File: config.mk
export PLATFORM = sky130hd
export DESIGN_NAME = mem_port_arbiter_flat
export DESIGN_NICKNAME = d
export VERILOG_FILES = /design/src/rtl/mem_port_arbiter_pkg.sv /design/src/rtl/mem_port_arbiter_if.sv /design/src/rtl/mem_arb_starve_ctr.sv /design/src/rtl/mem_port_arbiter.sv /design/src/flat_wrapper.sv
export SDC_FILE = /design/constraint.sdc
export NUM_CORES = 1
export LEC_CHECK = 0
export ABC_AREA = 1
export BUFFER_PORTS_ARGS = -buffer_cell sky130_fd_sc_hd__buf_2
export CAP_MARGIN = 20
export CORE_UTILIZATION = 35
export CTS_BUF_LIST = sky130_fd_sc_hd__clkbuf_8
export DETAILED_ROUTE_END_ITERATION = 8
export PLACE_DENSITY_LB_ADDON = 0.2
export RECOVER_POWER = 25
export SYNTH_ARGS = -nofsm -noshare
export SYNTH_HDL_FRONTEND = slang
export SYNTH_SLANG_ARGS = --single-unit
File: constraint.sdc
create_clock -name clk -period 3.4 [get_ports clk]
set_input_delay 1.02 -clock clk [delete_from_list [all_inputs] [get_ports clk]]
set_output_delay 1.02 -clock clk [all_outputs]
set_load 0.005 [all_outputs]
File: src/rtl/mem_port_arbiter_pkg.sv
// Shared encodings for the single-port memory arbiter between fetch (I) and load/store (D).
package mem_port_arbiter_pkg;

    typedef enum logic [1:0] {
        ST_IDLE = 2'd0,
        ST_REQ  = 2'd1,
        ST_RESP = 2'd2
    } state_e;

    typedef enum logic {
        OWN_I = 1'b0,
        OWN_D = 1'b1
    } owner_e;

    localparam int          ADDR_W     = 32;
    localparam int          DATA_W     = 32;
    localparam logic [1:0]  WIDTH_WORD = 2'b10;

endpackage

File: src/rtl/mem_port_arbiter_if.sv
// Requester and bus-side signals of the memory port arbiter; slave = arbiter, master = environment.
interface mem_port_arbiter_if;
    import mem_port_arbiter_pkg::*;

    logic              i_req_i;
    logic [ADDR_W-1:0] i_addr_i;
    logic              i_gnt_o;
    logic              i_rvalid_o;
    logic [DATA_W-1:0] i_rdata_o;

    logic              d_req_i;
    logic [ADDR_W-1:0] d_addr_i;
    logic [DATA_W-1:0] d_wdata_i;
    logic              d_we_i;
    logic [1:0]        d_width_i;
    logic              d_gnt_o;
    logic              d_rvalid_o;
    logic [DATA_W-1:0] d_rdata_o;

    logic              flush_i;

    logic              m_req_o;
    logic [ADDR_W-1:0] m_addr_o;
    logic [DATA_W-1:0] m_wdata_o;
    logic              m_we_o;
    logic [1:0]        m_width_o;
    logic              m_gnt_i;
    logic              m_rvalid_i;
    logic [DATA_W-1:0] m_rdata_i;

    modport slave (
        input  i_req_i, i_addr_i,
        output i_gnt_o, i_rvalid_o, i_rdata_o,
        input  d_req_i, d_addr_i, d_wdata_i, d_we_i, d_width_i,
        output d_gnt_o, d_rvalid_o, d_rdata_o,
        input  flush_i,
        output m_req_o, m_addr_o, m_wdata_o, m_we_o, m_width_o,
        input  m_gnt_i, m_rvalid_i, m_rdata_i
    );

    modport master (
        output i_req_i, i_addr_i,
        input  i_gnt_o, i_rvalid_o, i_rdata_o,
        output d_req_i, d_addr_i, d_wdata_i, d_we_i, d_width_i,
        input  d_gnt_o, d_rvalid_o, d_rdata_o,
        output flush_i,
        input  m_req_o, m_addr_o, m_wdata_o, m_we_o, m_width_o,
        output m_gnt_i, m_rvalid_i, m_rdata_i
    );

endinterface

File: src/rtl/mem_arb_starve_ctr.sv
// Saturating count of arbitrations a pending fetch has lost; force_fetch makes fetch win the next one.
module mem_arb_starve_ctr #(
    parameter int STARVE_LIMIT = 4,
    parameter int CNT_W        = 3
) (
    input  logic             clk,
    input  logic             rst,
    input  logic             inc,
    input  logic             clr,
    output logic [CNT_W-1:0] cnt,
    output logic             force_fetch
);

    localparam logic [CNT_W-1:0] LIMIT = CNT_W'(STARVE_LIMIT);

    always_ff @(posedge clk or posedge rst) begin
        if (rst) begin
            cnt <= '0;
        end else if (clr) begin
            cnt <= '0;
        end else if (inc && (cnt != LIMIT)) begin
            cnt <= cnt + 1'b1;
        end
    end

    assign force_fetch = (cnt == LIMIT);

endmodule

File: src/rtl/mem_port_arbiter.sv
// Single-outstanding memory port shared by fetch and load/store; D wins unless fetch has starved.
module mem_port_arbiter
    import mem_port_arbiter_pkg::*;
#(
    parameter int STARVE_LIMIT = 4,
    parameter int CNT_W        = 3
) (
    input  logic               clk,
    input  logic               rst,
    mem_port_arbiter_if.slave  port
);

    state_e            state_q, state_d;
    owner_e            owner_q, owner_d;
    logic              discard_q, discard_d;
    logic              m_req_q, m_req_d;
    logic [ADDR_W-1:0] m_addr_q, m_addr_d;
    logic [DATA_W-1:0] m_wdata_q, m_wdata_d;
    logic              m_we_q, m_we_d;
    logic [1:0]        m_width_q, m_width_d;

    logic              i_gnt, d_gnt, i_rvalid, d_rvalid;
    logic              ctr_inc, ctr_clr;
    logic              force_fetch;
    logic              i_win;
    logic              flush_fetch;
    logic [CNT_W-1:0]  starve_cnt;

    mem_arb_starve_ctr #(
        .STARVE_LIMIT(STARVE_LIMIT),
        .CNT_W       (CNT_W)
    ) u_starve_ctr (
        .clk        (clk),
        .rst        (rst),
        .inc        (ctr_inc),
        .clr        (ctr_clr),
        .cnt        (starve_cnt),
        .force_fetch(force_fetch)
    );

    assign i_win       = port.i_req_i && (!port.d_req_i || force_fetch);
    assign flush_fetch = port.flush_i && (owner_q == OWN_I);

    always_ff @(posedge clk or posedge rst) begin
        if (rst) begin
            state_q   <= ST_IDLE;
            owner_q   <= OWN_I;
            discard_q <= 1'b0;
            m_req_q   <= 1'b0;
            m_addr_q  <= '0;
            m_wdata_q <= '0;
            m_we_q    <= 1'b0;
            m_width_q <= 2'b00;
        end else begin
            state_q   <= state_d;
            owner_q   <= owner_d;
            discard_q <= discard_d;
            m_req_q   <= m_req_d;
            m_addr_q  <= m_addr_d;
            m_wdata_q <= m_wdata_d;
            m_we_q    <= m_we_d;
            m_width_q <= m_width_d;
        end
    end

    always_comb begin
        state_d   = state_q;
        owner_d   = owner_q;
        discard_d = discard_q;
        m_req_d   = m_req_q;
        m_addr_d  = m_addr_q;
        m_wdata_d = m_wdata_q;
        m_we_d    = m_we_q;
        m_width_d = m_width_q;
        i_gnt     = 1'b0;
        d_gnt     = 1'b0;
        i_rvalid  = 1'b0;
        d_rvalid  = 1'b0;
        ctr_inc   = 1'b0;
        ctr_clr   = 1'b0;

        case (state_q)
            ST_IDLE: begin
                if (port.i_req_i || port.d_req_i) begin
                    state_d = ST_REQ;
                    m_req_d = 1'b1;
                    if (i_win) begin
                        owner_d   = OWN_I;
                        m_addr_d  = port.i_addr_i;
                        m_wdata_d = '0;
                        m_we_d    = 1'b0;
                        m_width_d = WIDTH_WORD;
                        ctr_clr   = 1'b1;
                    end else begin
                        owner_d   = OWN_D;
                        m_addr_d  = port.d_addr_i;
                        m_wdata_d = port.d_wdata_i;
                        m_we_d    = port.d_we_i;
                        m_width_d = port.d_width_i;
                        // D only loses to nobody here, so a pending fetch just lost a round
                        ctr_inc   = port.i_req_i;
                    end
                end
            end
            ST_REQ: begin
                if (flush_fetch) discard_d = 1'b1;
                if (port.m_gnt_i) begin
                    i_gnt   = (owner_q == OWN_I);
                    d_gnt   = (owner_q == OWN_D);
                    m_req_d = 1'b0;
                    state_d = ST_RESP;
                end
            end
            ST_RESP: begin
                if (flush_fetch) discard_d = 1'b1;
                if (port.m_rvalid_i) begin
                    // a flush arriving with the response itself must also suppress it
                    i_rvalid  = (owner_q == OWN_I) && !discard_q && !port.flush_i;
                    d_rvalid  = (owner_q == OWN_D);
                    discard_d = 1'b0;
                    state_d   = ST_IDLE;
                end
            end
            default: state_d = ST_IDLE;
        endcase
    end

    assign port.i_gnt_o    = i_gnt;
    assign port.d_gnt_o    = d_gnt;
    assign port.i_rvalid_o = i_rvalid;
    assign port.d_rvalid_o = d_rvalid;
    assign port.i_rdata_o  = port.m_rdata_i;
    assign port.d_rdata_o  = port.m_rdata_i;
    assign port.m_req_o    = m_req_q;
    assign port.m_addr_o   = m_addr_q;
    assign port.m_wdata_o  = m_wdata_q;
    assign port.m_we_o     = m_we_q;
    assign port.m_width_o  = m_width_q;

endmodule

File: src/flat_wrapper.sv
// flat-port wrapper written by rule: the top's interface ports become plain ports
module mem_port_arbiter_flat import mem_port_arbiter_pkg::*;
#(
    parameter int STARVE_LIMIT = 4,
    parameter int CNT_W        = 3
)
  (clk, rst, port_i_req_i, port_i_addr_i, port_i_gnt_o, port_i_rvalid_o, port_i_rdata_o, port_d_req_i, port_d_addr_i, port_d_wdata_i, port_d_we_i, port_d_width_i, port_d_gnt_o, port_d_rvalid_o, port_d_rdata_o, port_flush_i, port_m_req_o, port_m_addr_o, port_m_wdata_o, port_m_we_o, port_m_width_o, port_m_gnt_i, port_m_rvalid_i, port_m_rdata_i);
  mem_port_arbiter_if port_i ();
  input  logic clk;
  input  logic rst;
  input wire logic [$bits(port_i.i_req_i)-1:0] port_i_req_i;
  input wire logic [$bits(port_i.i_addr_i)-1:0] port_i_addr_i;
  output wire logic [$bits(port_i.i_gnt_o)-1:0] port_i_gnt_o;
  output wire logic [$bits(port_i.i_rvalid_o)-1:0] port_i_rvalid_o;
  output wire logic [$bits(port_i.i_rdata_o)-1:0] port_i_rdata_o;
  input wire logic [$bits(port_i.d_req_i)-1:0] port_d_req_i;
  input wire logic [$bits(port_i.d_addr_i)-1:0] port_d_addr_i;
  input wire logic [$bits(port_i.d_wdata_i)-1:0] port_d_wdata_i;
  input wire logic [$bits(port_i.d_we_i)-1:0] port_d_we_i;
  input wire logic [$bits(port_i.d_width_i)-1:0] port_d_width_i;
  output wire logic [$bits(port_i.d_gnt_o)-1:0] port_d_gnt_o;
  output wire logic [$bits(port_i.d_rvalid_o)-1:0] port_d_rvalid_o;
  output wire logic [$bits(port_i.d_rdata_o)-1:0] port_d_rdata_o;
  input wire logic [$bits(port_i.flush_i)-1:0] port_flush_i;
  output wire logic [$bits(port_i.m_req_o)-1:0] port_m_req_o;
  output wire logic [$bits(port_i.m_addr_o)-1:0] port_m_addr_o;
  output wire logic [$bits(port_i.m_wdata_o)-1:0] port_m_wdata_o;
  output wire logic [$bits(port_i.m_we_o)-1:0] port_m_we_o;
  output wire logic [$bits(port_i.m_width_o)-1:0] port_m_width_o;
  input wire logic [$bits(port_i.m_gnt_i)-1:0] port_m_gnt_i;
  input wire logic [$bits(port_i.m_rvalid_i)-1:0] port_m_rvalid_i;
  input wire logic [$bits(port_i.m_rdata_i)-1:0] port_m_rdata_i;
  assign port_i.i_req_i = port_i_req_i;
  assign port_i.i_addr_i = port_i_addr_i;
  assign port_i_gnt_o = port_i.i_gnt_o;
  assign port_i_rvalid_o = port_i.i_rvalid_o;
  assign port_i_rdata_o = port_i.i_rdata_o;
  assign port_i.d_req_i = port_d_req_i;
  assign port_i.d_addr_i = port_d_addr_i;
  assign port_i.d_wdata_i = port_d_wdata_i;
  assign port_i.d_we_i = port_d_we_i;
  assign port_i.d_width_i = port_d_width_i;
  assign port_d_gnt_o = port_i.d_gnt_o;
  assign port_d_rvalid_o = port_i.d_rvalid_o;
  assign port_d_rdata_o = port_i.d_rdata_o;
  assign port_i.flush_i = port_flush_i;
  assign port_m_req_o = port_i.m_req_o;
  assign port_m_addr_o = port_i.m_addr_o;
  assign port_m_wdata_o = port_i.m_wdata_o;
  assign port_m_we_o = port_i.m_we_o;
  assign port_m_width_o = port_i.m_width_o;
  assign port_i.m_gnt_i = port_m_gnt_i;
  assign port_i.m_rvalid_i = port_m_rvalid_i;
  assign port_i.m_rdata_i = port_m_rdata_i;
  mem_port_arbiter #(.STARVE_LIMIT(STARVE_LIMIT), .CNT_W(CNT_W)) u_core (.clk(clk), .rst(rst), .port(port_i));
endmodule
==> summary.txt <==
Timing
  – Slew margin rel.: -0.201
  – Post-route setup TNS: 0 ns
  – Setup Viol. Count Final: 0
  – Count of pins over their slew limit: 37
  – Crit path time final: 2.54 ns
  – RSZ-0062 raised after global routing: false
  – Fin crit share: 0.748
  – Final worst setup slack: 0.858 ns
  – Endpoints failing hold: 0
  – Clock skew: 0.0101 ns
  – Slew @ Worst Pin: 1.79 ns
  – FMAX: 393 MHz

Clocking
  – CTS tree: yes
  – Post-CTS Resized: 0
  – Setup bufs post-CTS: 0
  – Clock Path Buffers: 2
  – CTS Buf Count: 9
  – Num Clock Sinks: 75
  – CTS H-tree lvls: 3
  – CTS Hold Bufs: 0
  – Worst-Skew Late Latency: 0.34 ns
  – CTS clk-pin slew, worst paths: 0.07 ns
  – CTS root buf: clkbuf_8

Route
  – Remaining antenna violation count after routing: 0
  – DR DRC count: 20
  – DR vias/cell: 4.52
  – WL final: 10200 um
  – DR WL/cell: 12.7 um
  – Drt initial violations: 172
  – DR pass1 iterations: 6
  – DR vias: 3622

Run status
  – Failing checks: DRC, capacitance limit, slew limit
  – Status: finished, violations left

Global route
  – Largest net degree at the start of global routing: 68
  – Initial antenna violation count: 0
  – Grt total ovfl: 0
  – First-pass GRT wire length: 16800 um
  – GRT Total Usage: 0.170
  – Vias in the first global route: 3492

Power
  – Cell Pwr Density: 789 nW/um2
  – Leak pwr: 0.00303 uW
  – Max VDD drop: 0.000263 V

Logic synthesis
  – Synth Register Bits: 75
  – Yosys warns: 0
  – Post-Synthesis Cell Area: 4200 um2
  – Cells after Synth: 551
  – Post-synthesis cell type count: 20
  – Register area share after synthesis: 0.447
  – Synthesized area per cell: 7.62 um2
  – Mapped Nets: 694

Floorplan
  – Core box area: 11600 um2
  – Starting Density: 0.363
  – Die Wd: 112 um
  – Rows: 39
  – I/O pin count: 274
  – Total Die Area: 12400 um2
  – Die Ht: 112 um

Worst hold path
  – Hold Path Class: flop to flop

Setup path
  – Worst EP required: 2.38 ns
  – Crit path max fanout: 3
  – Crit Path Class: primary input to output port
  – CP dominant cell by count: buf_2
  – CP Launch Type: primary input
  – Critical-path cell list: buf_2 > nand2_1 > nor4_1 > buf_2
  – Slowest-stage cell, CP: nor4_1
  – Critical path capture point type: output port
  – Critical path arrival: 1.52 ns
  – Critical path's largest stage delay: 0.17 ns

Place
  – DP Worst Slack: 0.856 ns
  – GPL Wtd Cong: 0.762
  – HPWL Detailed: 7150 um
  – Port buffer count: 177

Run
  – Max_cap viols: 1

Final layout
  – Final #Nets: 796
  – Post-layout util: 0.423
  – ANT cells: 0
  – # fillers: 1203
  – Syn-to-layout area delta: 16.5%
  – Share of layout cells above drive strength 1: 0.307
-- registers in the layout, indices dropped and copies added (netlist names) --
signal	count
u_core.port.m_addr_o	32
u_core.port.m_wdata_o	32
u_core.u_starve_ctr.cnt	3
u_core.port.m_width_o	2
u_core.state_q	2
u_core.discard_q	1
u_core.owner_q	1
u_core.port.m_req_o	1
u_core.port.m_we_o	1
-- power breakdown --
| part | total, uW | switching, uW | internal, uW |
|---|---|---|---|
| clock | 734 | 328 | 406 |
| sequential | 1530 | 222 | 1310 |
| combinational | 1590 | 932 | 661 |
-- layer usage --
metal / part of all wire / GRT usage
met5: 0 / 0
met1: 0.46 / 0.223
met4: 0.020 / 0.0874
met3: 0.086 / 0.0452
met2: 0.44 / 0.257
-- kinds of logic after synthesis --
family | after synthesis | share of synthesized area
AND/OR/NAND/NOR | 294 | 0.301
buffers and inverters | 169 | 0.225
flip-flops | 75 | 0.447
AO/OA/AOI/OAI | 7 | 0.00983
adder cells (fa/ha/maj) | 5 | 0.0149
XOR/XNOR | 1 | 0.00209
-- Yosys cell counts (all sizes together) --
master,n,area share
o211ai,1,0.0018
clkbuf,6,0.0054
nand2,182,0.16
nor4,1,0.0015
buf,86,0.15
a32oi,1,0.0021
xor2,1,0.0021
o21ai,5,0.0060
inv,77,0.069
ha,5,0.015
dfrtp,75,0.45
nor2,8,0.013
nand3,103,0.12
-- path summary, 6_finish.rpt --
| path | slack (ns) | cells past startpoint | from | endpoint |
|---|---|---|---|---|
| max | 0.86 | 4 | port_m_rvalid_i | port_i_rvalid_o |
| min | 0.47 | 2 | u_core.port.m_addr_o[17]$_DFFE_PP0P_ | u_core.port.m_addr_o[17]$_DFFE_PP0P_ |
| max reg2reg | 1.25 | 8 | u_core.state_q[1]$_DFFE_PP0P_ | u_core.port.m_wdata_o[29]$_DFFE_PP0P_ |
| min reg2reg | 0.47 | 2 | u_core.port.m_addr_o[17]$_DFFE_PP0P_ | u_core.port.m_addr_o[17]$_DFFE_PP0P_ |
| max in group asynchronous | 1.43 | 3 | rst | u_core.port.m_wdata_o[1]$_DFFE_PP0P_ |
| min in group asynchronous | 1.11 | 2 | rst | u_core.state_q[0]$_DFFE_PP0P_ |
-- worst max-delay path: cells and delay by family --
family / cells / cell delay [ns]
buf+inv: 2 / 0.27
simple gates: 2 / 0.24
-- final cells by class --
type	instances	area, um2	area share
clock buffer	9	124	0.0253
timing repair buffer	183	967	0.198
sequential	75	1880	0.384
tap	143	179	0.0366
clock inverter	7	85.1	0.0174
multi-input combinational	307	1370	0.280
inverter	77	290	0.0594
-- placed cells by master, fill, tap and decap left out --
cell type	n
a32oi_1	1
buf_12	3
buf_2	176
buf_4	3
bufinv_16	2
clkbuf_1	1
clkbuf_8	9
clkinv_2	2
clkinvlp_2	1
clkinvlp_4	1
dfrtp_1	75
ha_1	5
inv_1	76
inv_2	2
nand2_1	180
nand2_2	2
nand3_1	103
nor2_1	7
nor2_8	1
nor4_1	1
o211ai_1	1
o21ai_0	5
xor2_1	1
-- metrics by stage --
stage               total power, uW  hold WS [ns]  instance area [um2]  instances
CTS                            3940         0.480                 4900        801
global placement               3130         0.456                 4690        785
finish                         3860         0.473                 4890        801
detailed placement             3180         0.460                 4690        785
floorplan                      2580         0.472                 4200        551
global route                   4230         0.496                 4890        801
No activity file was read; power rests on OpenSTA's default activity.
